**src/rtl/quadrilatero_dispatch_pkg.sv**
```systemverilog
`default_nettype none
// ============================================================================
// Module   : quadrilatero_dispatch_pkg
// Purpose  : Shared types and width helpers for the Quadrilatero row
//            dispatcher and its one-hot compaction network.
// Contents : id_w()/row_w() width helpers, issue_lane_t lane record,
//            req_state_e per-requester state encoding.
// Revision : 1.0 - initial release
// ============================================================================
package quadrilatero_dispatch_pkg;

   // Storage width of the lane record fields; instances narrow on output.
   localparam int c_ID_W_MAX  = 8;
   localparam int c_ROW_W_MAX = 8;

   function automatic int id_w(input int width);
      return (width > 1) ? $clog2(width) : 1;
   endfunction

   function automatic int row_w(input int n_rows);
      return (n_rows > 1) ? $clog2(n_rows) : 1;
   endfunction

   typedef struct packed {
      logic                   valid;
      logic [c_ID_W_MAX-1:0]  id;
      logic [c_ROW_W_MAX-1:0] row;
   } issue_lane_t;

   typedef enum logic [0:0] {
      REQ_IDLE   = 1'b0,
      REQ_ACTIVE = 1'b1
   } req_state_e;

endpackage
`default_nettype wire

```
**src/rtl/quadrilatero_onehot_compact.sv**
```systemverilog
`default_nettype none
// ============================================================================
// Module   : quadrilatero_onehot_compact
// Purpose  : Combinational compaction of the set bits of a WIDTH-bit vector
//            onto NumActOut entries, lowest index first.
// Ports    : vec_i   - input vector to compact
//            valid_o - entry k holds a set bit
//            idx_o   - flattened NumActOut x IdW bit indices
//            taken_o - mask of the bits that found an entry
// Revision : 1.0 - initial release
// ============================================================================
module quadrilatero_onehot_compact
   import quadrilatero_dispatch_pkg::*;
#(
   parameter int  WIDTH     = 8,
   parameter int  NumActOut = 3,
   localparam int IdW       = id_w(WIDTH)
) (
   input  logic [WIDTH-1:0]         vec_i,
   output logic [NumActOut-1:0]     valid_o,
   output logic [NumActOut*IdW-1:0] idx_o,
   output logic [WIDTH-1:0]         taken_o
);

   // rank counts set bits below position i; a bit lands on entry 'rank'
   // and bits ranked NumActOut or higher are left untaken.
   always_comb begin
      int rank;
      valid_o = '0;
      idx_o   = '0;
      taken_o = '0;
      rank    = 0;
      for (int i = 0; i < WIDTH; i++) begin
         if (vec_i[i]) begin
            for (int k = 0; k < NumActOut; k++) begin
               if (rank == k) begin
                  valid_o[k]             = 1'b1;
                  idx_o[k*IdW +: IdW]    = IdW'(i);
                  taken_o[i]             = 1'b1;
               end
            end
            rank = rank + 1;
         end
      end
   end

endmodule
`default_nettype wire

```
**src/rtl/quadrilatero_row_dispatcher.sv**
```systemverilog
`default_nettype none
// ============================================================================
// Module   : quadrilatero_row_dispatcher
// Purpose  : Requester-side companion of the round-robin row arbiter. Holds
//            one N_ROWS-row job per requester, requests while active, and
//            compacts same-cycle grants onto NumActOut registered issue lanes.
// Ports    : clk_i, rst_ni (async active-low)
//            job_valid_i/job_ready_o - per-requester job handshake
//            req_o/grant_i           - arbiter request/grant (grant is
//                                      combinational on req_o)
//            issue_valid_o/issue_id_o/issue_row_o - issue lanes
//            issue_ready_i           - datapath accepts all valid lanes
//            done_o                  - one-cycle last-row completion pulse
//            err_o                   - sticky protocol error
// Config   : QUADRILATERO_DISPATCH_CHECK_EN enables grant protocol checking
//            (err_o plus simulation assertions); otherwise err_o is 0.
// Revision : 1.0 - initial release
// ============================================================================
module quadrilatero_row_dispatcher
   import quadrilatero_dispatch_pkg::*;
#(
   parameter int  NumActOut = 3,
   parameter int  N_ROWS    = 4,
   parameter int  WIDTH     = 8,
   localparam int IdW       = id_w(WIDTH),
   localparam int RowW      = row_w(N_ROWS)
) (
   input  logic                      clk_i,
   input  logic                      rst_ni,
   input  logic [WIDTH-1:0]          job_valid_i,
   output logic [WIDTH-1:0]          job_ready_o,
   output logic [WIDTH-1:0]          req_o,
   input  logic [WIDTH-1:0]          grant_i,
   output logic [NumActOut-1:0]      issue_valid_o,
   output logic [NumActOut*IdW-1:0]  issue_id_o,
   output logic [NumActOut*RowW-1:0] issue_row_o,
   input  logic                      issue_ready_i,
   output logic [WIDTH-1:0]          done_o,
   output logic                      err_o
);

   localparam logic [RowW-1:0] c_ROW_LAST = RowW'(N_ROWS - 1);

   req_state_e       r_state [WIDTH];
   logic [RowW-1:0]  r_row   [WIDTH];
   logic             r_done  [WIDTH];
   issue_lane_t      r_lane  [NumActOut];

   logic                     w_stall;
   logic [WIDTH-1:0]         w_cap;
   logic [WIDTH-1:0]         w_taken;
   logic [NumActOut-1:0]     w_lane_valid;
   logic [NumActOut*IdW-1:0] w_lane_idx;

   // Held lanes block both new requests and grant capture.
   assign w_stall = (|issue_valid_o) & ~issue_ready_i;
   assign w_cap   = grant_i & req_o;

   quadrilatero_onehot_compact #(
      .WIDTH     (WIDTH),
      .NumActOut (NumActOut)
   ) u_compact (
      .vec_i   (w_cap),
      .valid_o (w_lane_valid),
      .idx_o   (w_lane_idx),
      .taken_o (w_taken)
   );

   // ---------------------------------------------------------------- requesters
   for (genvar i = 0; i < WIDTH; i++) begin : g_req
      req_state_e      w_state_nxt;
      logic [RowW-1:0] w_row_nxt;
      logic            w_done_nxt;

      // Only taken grants advance the row, so dropped or spurious grants
      // leave the requester untouched.
      always_comb begin
         w_state_nxt = r_state[i];
         w_row_nxt   = r_row[i];
         w_done_nxt  = 1'b0;
         case (r_state[i])
            REQ_IDLE: begin
               if (job_valid_i[i]) begin
                  w_state_nxt = REQ_ACTIVE;
                  w_row_nxt   = '0;
               end
            end
            REQ_ACTIVE: begin
               if (w_taken[i]) begin
                  if (r_row[i] == c_ROW_LAST) begin
                     w_state_nxt = REQ_IDLE;
                     w_row_nxt   = '0;
                     w_done_nxt  = 1'b1;
                  end else begin
                     w_row_nxt = r_row[i] + RowW'(1);
                  end
               end
            end
            default: w_state_nxt = REQ_IDLE;
         endcase
      end

      always_ff @(posedge clk_i or negedge rst_ni) begin
         if (!rst_ni) begin
            r_state[i] <= REQ_IDLE;
            r_row[i]   <= '0;
            r_done[i]  <= 1'b0;
         end else begin
            r_state[i] <= w_state_nxt;
            r_row[i]   <= w_row_nxt;
            r_done[i]  <= w_done_nxt;
         end
      end

      assign job_ready_o[i] = (r_state[i] == REQ_IDLE);
      assign req_o[i]       = (r_state[i] == REQ_ACTIVE) & ~w_stall;
      assign done_o[i]      = r_done[i];
   end

   // ---------------------------------------------------------------- lanes
   for (genvar k = 0; k < NumActOut; k++) begin : g_lane
      logic [IdW-1:0]  w_id;
      logic [RowW-1:0] w_row;
      logic            w_lane_unused;

      assign w_id  = w_lane_idx[k*IdW +: IdW];
      assign w_row = w_lane_valid[k] ? r_row[w_id] : '0;

      always_ff @(posedge clk_i or negedge rst_ni) begin
         if (!rst_ni) begin
            r_lane[k] <= '0;
         end else if (!w_stall) begin
            r_lane[k].valid <= w_lane_valid[k];
            r_lane[k].id    <= c_ID_W_MAX'(w_id);
            r_lane[k].row   <= c_ROW_W_MAX'(w_row);
         end
      end

      assign issue_valid_o[k]             = r_lane[k].valid;
      assign issue_id_o[k*IdW +: IdW]     = r_lane[k].id[IdW-1:0];
      assign issue_row_o[k*RowW +: RowW]  = r_lane[k].row[RowW-1:0];
      // Upper record bits stay zero; fold them so they are consumed.
      assign w_lane_unused                = ^r_lane[k];
   end

   // ---------------------------------------------------------------- checking
`ifdef QUADRILATERO_DISPATCH_CHECK_EN
   logic w_err_no_req;
   logic w_err_over;
   logic w_err_stall;
   logic r_err;

   assign w_err_no_req = |(grant_i & ~req_o);
   assign w_err_over   = ($countones(grant_i) > NumActOut);
   assign w_err_stall  = w_stall & (|grant_i);

   always_ff @(posedge clk_i or negedge rst_ni) begin
      if (!rst_ni) begin
         r_err <= 1'b0;
      end else if (w_err_no_req | w_err_over | w_err_stall) begin
         r_err <= 1'b1;
      end
   end

   assign err_o = r_err;

   a_grant_no_req : assert property (@(posedge clk_i) disable iff (!rst_ni) !w_err_no_req)
      else $warning("grant without matching request");
   a_grant_over   : assert property (@(posedge clk_i) disable iff (!rst_ni) !w_err_over)
      else $warning("more grants than issue lanes");
   a_grant_stall  : assert property (@(posedge clk_i) disable iff (!rst_ni) !w_err_stall)
      else $warning("grant while stalled");
`else
   assign err_o = 1'b0;
`endif

endmodule
`default_nettype wire
```
**config.mk**
```make
export PLATFORM = sky130hd
export DESIGN_NAME = quadrilatero_row_dispatcher
export DESIGN_NICKNAME = d
export VERILOG_FILES = /design/src/rtl/quadrilatero_dispatch_pkg.sv /design/src/rtl/quadrilatero_onehot_compact.sv /design/src/rtl/quadrilatero_row_dispatcher.sv
export SDC_FILE = /design/constraint.sdc
export NUM_CORES = 1
export LEC_CHECK = 0
export ABC_CLOCK_PERIOD_IN_PS = 5900
export BUFFER_PORTS_ARGS = -buffer_cell sky130_fd_sc_hd__buf_2
export CAP_MARGIN = 25
export CORE_UTILIZATION = 30
export DETAILED_ROUTE_END_ITERATION = 16
export SKIP_LAST_GASP = 1
export SLEW_MARGIN = 20
export SYNTH_ARGS = -nofsm -noshare
export SYNTH_HDL_FRONTEND = slang
export SYNTH_SLANG_ARGS = --single-unit
```
**constraint.sdc**
```tcl
create_clock -name clk_i -period 5.9 [get_ports clk_i]
set_input_delay 0.295 -clock clk_i [delete_from_list [all_inputs] [get_ports clk_i]]
set_output_delay 0.295 -clock clk_i [all_outputs]
set_load 0.01 [all_outputs]
```
# After elaboration in Yosys (flattened, before gate mapping)
# Cells that the tools add are included.
[totals] input_bits=19 register_bits=50 wordCells=319 output_inout_bits=43
[op_classes] bitwise=23 magnitude_cmp=3 reduce_logical=16 eq_ne=38 mux=192 addsub=14
[op_table] op="zero test 32 bit" n=7
[op_table] op="== test 32 x 2 -> 1 bit, second input constant" n=6
[op_table] op="== test 32 x 3 -> 1 bit, second input constant" n=6
[op_table] op="2-to-1 mux 32 bit" n=6
[op_table] op="adder 32 x 2 -> 32 bit, second input constant" n=5
[op_table] op="2-to-1 mux 1 bit" n=102
[op_table] op="2-to-1 mux 3 bit" n=25
[op_table] op="2-to-1 mux 2 bit" n=33
[op_table] op="2-to-1 mux 9 bit" n=7
[op_table] op="one-hot mux 2 bit (2 select lines)" n=8
[op_table] op="binary-select mux 2 bit (select 3 bit)" n=3
[op_table] op="adder 2 x 1 -> 2 bit, second input constant" n=8
[op_table] op="== test 2 bit, second input constant" n=8
[op_table] op="inequality test 2 x 1 -> 1 bit, second input constant" n=8
[op_table] op="inequality test 2 bit, second input constant" n=8
[op_table] op="one-hot mux 1 bit (2 select lines)" n=8
[op_table] op="AND reduction 2 bit" n=8
[op_table] op="greater-or-equal comparator 4 bit, second input constant" n=3
[op_table] op="NOT 3 -> 4 bit" n=3
[op_table] op="NOT 1 bit" n=10
[op_table] op="bitwise AND 1 bit" n=9
[op_table] op="bitwise AND 8 bit" n=1
[op_table] op="OR reduction 3 bit" n=1
[op_table] op="adder 1 x 1 -> 2 bit, second input constant" n=1
[op_table] op="other kinds (2)" n=2

# Logic depth before layout (Yosys ltp)
[depth] depth_word=26 mapped_depth=28 mapped_depth_nobuf=25

# Hierarchy
# Synthesis repeated with hierarchy kept, for this count alone.
[hier_totals] cells_unflattened=407 hier_area_um2=3706.1
[by_module_without_submodules] module="quadrilatero_row_dispatcher" instances=1 area_each_um2=2571.2 seq_area_each_um2=1251.2 cells_each=238
[by_module_without_submodules] module="quadrilatero_onehot_compact" instances=1 area_each_um2=1134.8 seq_area_each_um2=0.0 cells_each=169

# Worst setup path after synthesis
# Ideal clock, no wire load.
[synth_timing] path_kind="flip-flop to flip-flop" from="reg r_lane, in the netlist issue_valid_o[1]" to="reg r_lane, in the netlist issue_row_o[4]" period_less_slack_ns=5.488 t_required_ns=5.774 path_buffers=1 slack_ns=0.412 arrival_ns=5.362 stages_incl_launch_ff=27 setup_time_ns=0.126 cell_sequence="dfrtp_1 > or3_1 > nand2_1 > and3_1 > clkbuf_1 > inv_1 > ha_1 > and3b_1 > a22o_1 > ha_1 > nor2_1 > nor3_2 > ha_1 > nor2_1 > nor4_4 > ha_1 > nand2_1 > a21bo_2 > ha_1 > nand2_1 > a31oi_1 > mux2_2 > nand3_2 > a2bb2oi_2 > mux2i_1 > mux2i_1 > a221o_1"
[synth_via] elab_chain_cells=26 word_cells_on_any_way=65 cone_classes="6 x add/sub; 7 x eq/ne; 39 x mux; 12 x bitwise; 1 x reduce/logical"
[synth_rtl] item="start, declared" line="quadrilatero_row_dispatcher.sv:47" source="issue_lane_t r_lane [NumActOut];"
[synth_rtl] item="OR reduction 3 bit *" line="quadrilatero_row_dispatcher.sv:56" source="assign w_stall = (|issue_valid_o) & ~issue_ready_i;"
[synth_rtl] item="bitwise AND 1 bit *" line="quadrilatero_row_dispatcher.sv:56"
[synth_rtl] item="NOT 1 bit" line="quadrilatero_row_dispatcher.sv:116" source="assign req_o[i] = (r_state[i] == REQ_ACTIVE) & ~w_stall;"
[synth_rtl] item="bitwise AND 1 bit" line="quadrilatero_row_dispatcher.sv:116"
[synth_rtl] item="bitwise AND 8 bit" line="quadrilatero_row_dispatcher.sv:57" source="assign w_cap = grant_i & req_o;"
[synth_rtl] item="2-to-1 mux 1 bit" line="quadrilatero_onehot_compact.sv:34" source="if (vec_i[i]) begin"
[synth_rtl] item="adder 1 x 1 -> 2 bit / == test 1 x 2 -> 1 bit (equally long branches)" line="quadrilatero_onehot_compact.sv:42, quadrilatero_onehot_compact.sv:36"
[synth_rtl] item="2-to-1 mux 32 bit / 2-to-1 mux 1 bit (equally long branches)" line="quadrilatero_onehot_compact.sv:34, quadrilatero_onehot_compact.sv:36"
[synth_rtl] item="[... 9 more ...]"
[synth_rtl] item="2-to-1 mux 32 bit / 2-to-1 mux 3 bit (equally long branches)" line="quadrilatero_onehot_compact.sv:34, quadrilatero_onehot_compact.sv:36"
[synth_rtl] item="== test 32 x 3 -> 1 bit / 2-to-1 mux 9 bit (equally long branches)" line="quadrilatero_onehot_compact.sv:36, quadrilatero_onehot_compact.sv:34"
[synth_rtl] item="2-to-1 mux 3 bit" line="quadrilatero_onehot_compact.sv:36" source="if (rank == k) begin"
[synth_rtl] item="2-to-1 mux 9 bit" line="quadrilatero_onehot_compact.sv:34"
[synth_rtl] item="NOT 3 -> 4 bit (implied by the code)" line="quadrilatero_row_dispatcher.sv:127" source="assign w_row = w_lane_valid[k] ? r_row[w_id] : '0;"
[synth_rtl] item="binary-select mux 2 bit (select 3 bit)" line="quadrilatero_row_dispatcher.sv:127"
[synth_rtl] item="2-to-1 mux 2 bit (implied by the code) (2 in a row)" line="quadrilatero_row_dispatcher.sv:127"
[synth_rtl] item="2-to-1 mux 2 bit" line="quadrilatero_row_dispatcher.sv:127"
# Mark *: on every way between the ends. The rest lies on a longest branch, timed or not. The select of a mux whose other input is x is not followed.
# A chain may end at the register's enable or synchronous reset.

# Worst setup path in the final report
[layout_timing] from="reg r_lane, in the netlist issue_valid_o[1]" to="reg r_lane, in the netlist issue_row_o[5]"
# The elaborated chain is that of the path after synthesis.

==> impl_results.md <==
- # IOs: 62
- # port buffers: 60
- Dpl cells: ~670
- Die area: between 10000 and 15000 um^2
- WP buf/inv: 1
- Nets: 556
- Antenna violations before repair: 0
- Register area share after synthesis: between 30% and 40%
- Starting Density: between 30% and 40%
- Number of synthesized flops with an enable pin: 0
- WL final: 10.9 mm
- Worst-path clk slew: 0.07 ns
- HPWL after DPL: 8.81 mm
- Most numerous cell in the Yosys netlist: nand2_1
- Power Density: between 400 and 500 nW/um^2
- Fin crit period: 5.53 ns
- Synth cell count leaders: 61 x nand2_1, 55 x nor2_1, 50 x dfrtp_1
- DRC violations left: 0
- Switching Power: 920 uW
- CP Max Fanout: 7
- Fmax: 181 MHz
- Post-route ant nets: 0
- CP top delay family: simple AND/OR/NAND/NOR gates
- Worst-Skew Late Latency: around 0.30 ns
- Synth unique cells: 71
- DRT Pass-1 Iters: 4
- Clock Skews: about 0.008 ns
- Final setup fails: 0
- Netlist Area Pre-Place: 3850 um^2
- Synth async-reset ratio: 100%
- Synth Instances: 448
- CP required: between 6 and 7 ns
- Num CTS Buffers: 5
- Worst-margin pin slew: about 0.67 ns
- Row cnt: 41
- Ys flop type: dfrtp_1
- Critical path's slowest cell: or3_1
- Post-synth top area cell: dfrtp_1
- Post-synth top area share: 32.5%
- Htree depth: 2
- CP arrival: 5.70 ns
- Core area: between 10000 and 15000 um^2
- Setup TNS: 0 ns
- Switch share: 44.9%
- CP Launch Type: register
- Part of the power in registers: 30.1%
- Area Growth Syn to Fin: 19.1%
- 1st-iter DRT viols: 200
- Cell Count, Final, Fillers Out: a little under 700
- LEAKAGE: 2.22 nW
- MaxCap Viol Count: 0
- Endpoint type of the worst setup path: register
- First-pass GRT wire length: 17.6 mm
- Vias in the first global route: 3401
- Crit share post-route: a little over nine tenths
- Hold Path Class: input port to async pin
- Largest net degree at the start of global routing: 51
- GRT Total Usage: approximately 17%
- Die Height: 115 um
- Total number of vias: roughly 3500
- Status: finished, final reports clean
- Maximum root-to-sink buffer count: 2
- ANT cells: 0
- CTS tree: done
- Clk sink count: 50
- Cell-internal power: 1.13 mW
- Hold Buf Count CTS: 0
- Syn_area_per_cell: between 8 and 9 um^2
- GP Congestion: just over 0.9
- Global route overflow: 0
- Synth area leaders: dfrtp_1 32%, ha_1 8.8%, nand2_1 5.9%
- Vias/cell: 5.16
- Syn Nets: roughly 490
- Power share of the combinational group: a little over half
- Pins Over Slew Limit: 0
- Most common cell on crit path: ha_1
- Share of cells above drive strength 1: roughly 22%
- RSZ-0062 raised after global routing: false
- CP max stage delay: 0.46 ns
- Relative slew slack: 54.9%
- Routed wire per std cell: 16.0 um
- Max IR drop VDD: 186 uV
- Flops & latches, synth: 50
- Synthesis warning total: 0
- Clock power frac: 16.2%
- Die width: between 100 and 150 um
- CTS Root Cell: clkbuf_16
- Worst setup path class: register to register
- Hold Fails Final Rpt: 0
[placed cells by master, fill, tap and decap left out, types with 5 or more instances in the layout]
master,netlist,layout
a21oi_1,20,20
ha_1,27,27
xnor2_1,5,5
buf_4,2,8
and2_1,13,13
inv_1,24,23
nor2_1,55,53
a31oi_1,5,5
clkbuf_16,0,5
nand3_1,22,21
nor3_1,10,10
o211ai_1,6,6
o31a_1,5,5
nand2_1,61,60
o21ai_0,24,24
mux2i_1,19,19
and3_1,7,6
dfrtp_1,50,50
buf_2,1,59
[stage by stage]
| stage | util (%) | worst slack [ns] | total power, mW | cell area (um^2) | hold WS, ns |
|---|---|---|---|---|---|
| global route | 36.5 | 0.00556 | 2.23 | 4590 | 0.0716 |
| floorplan | - | 0.412 | 1.35 | 3850 | -0.000591 |
| finish | 36.5 | 0.374 | 2.05 | 4590 | 0.0176 |
| CTS | 36.1 | 0.0766 | 2.04 | 4530 | 0.0491 |
| global placement | 34.7 | 0.287 | 1.67 | 4360 | 0.459 |
| detailed placement | 34.7 | 0.119 | 1.69 | 4360 | 0.366 |
[registers in the layout (all words and copies together) (netlist names)]
register,cells
r_state,8
done_o,8
issue_id_o,9
r_row,16
issue_row_o,6
issue_valid_o,3
[metal layers]
layer  vias to the layer above  track usage (%)  part of all wire, %
li1                       1732                -                    -
met1                      1692             22.6                   47
met2                        86             29.0                   47
met3                        13             3.48                  5.3
met4                         0             4.50                  1.4
met5                         -                0                    0
[timing repair]
action                     CTS  global route
resized for setup            0            13
setup endpoints to repair    0            16
setup buffers                0             1
[cells by family (layout without fill, tap and decap cells)]
group | after synthesis | count (layout) | synth area share [%]
multiplexers | 23 | 23 | 6.10
buffers and inverters | 37 | 100 | 3.83
XOR/XNOR | 9 | 9 | 3.47
other | 1 | 1 | 0.0973
adder cells (fa/ha/maj) | 27 | 27 | 8.77
AND/OR/NAND/NOR | 197 | 197 | 25.1
AO/OA/AOI/OAI | 104 | 104 | 20.2
flip-flops | 50 | 50 | 32.5
[layout make-up]
| cell class | instances | area, um^2 |
|---|---|---|
| Inverter | 25 | 93.8 |
| Multi-Input combinational cell | 361 | 2500 |
| Tap cell | 172 | 215 |
| Sequential cell | 50 | 1250 |
| Fill cell | 1297 | 7980 |
| Clock inverter | 3 | 45.0 |
| Timing Repair Buffer | 67 | 355 |
| Clock buffer | 5 | 125 |
[worst reg2reg max path, stage by stage (launching register included)]
cell and delay, ns:
dfrtp_1 0.44, or3_1 0.46, nand2_2 0.13, and3_4 0.24, inv_1 0.12, ha_1 0.22
and3b_2 0.26, a22o_1 0.18, ha_1 0.28, nor2_4 0.15, nor3_4 0.06, ha_1 0.33
nor2_2 0.16, nor4_4 0.05, ha_1 0.35, nand2_1 0.07, a21bo_2 0.26, ha_1 0.18
nand2_1 0.09, a31oi_1 0.05, mux2_2 0.30, nand3_2 0.12, a2bb2oi_4 0.25, mux2i_1 0.24
mux2i_1 0.09, a221o_1 0.32
[power by group through the flow]
stage               logic [mW]  registers [mW]  clock network (mW)
floorplan                0.743           0.603                   0
global placement          1.05           0.618                   0
detailed placement        1.07           0.623                   0
CTS                       1.08           0.618               0.343
global route              1.23           0.636               0.355
finish                    1.10           0.617               0.332
[path summary, 6_finish.rpt]
kind / startpoint / endpoint / depth (start not counted) / slack, ns
max: issue_valid_o[1] / issue_row_o[5] / 25 / 0.37
max reg2reg: issue_valid_o[1] / issue_row_o[5] / 25 / 0.37
min reg2reg: issue_id_o[2] / issue_id_o[2] / 1 / 0.48
min in group clk_i: job_valid_i[2] / r_state[5] / 3 / 0.22
min: rst_ni / done_o[5] / 1 / 0.02
max in group asynchronous: rst_ni / r_row[10] / 1 / 5.45
No activity file was read; power rests on OpenSTA's default activity.
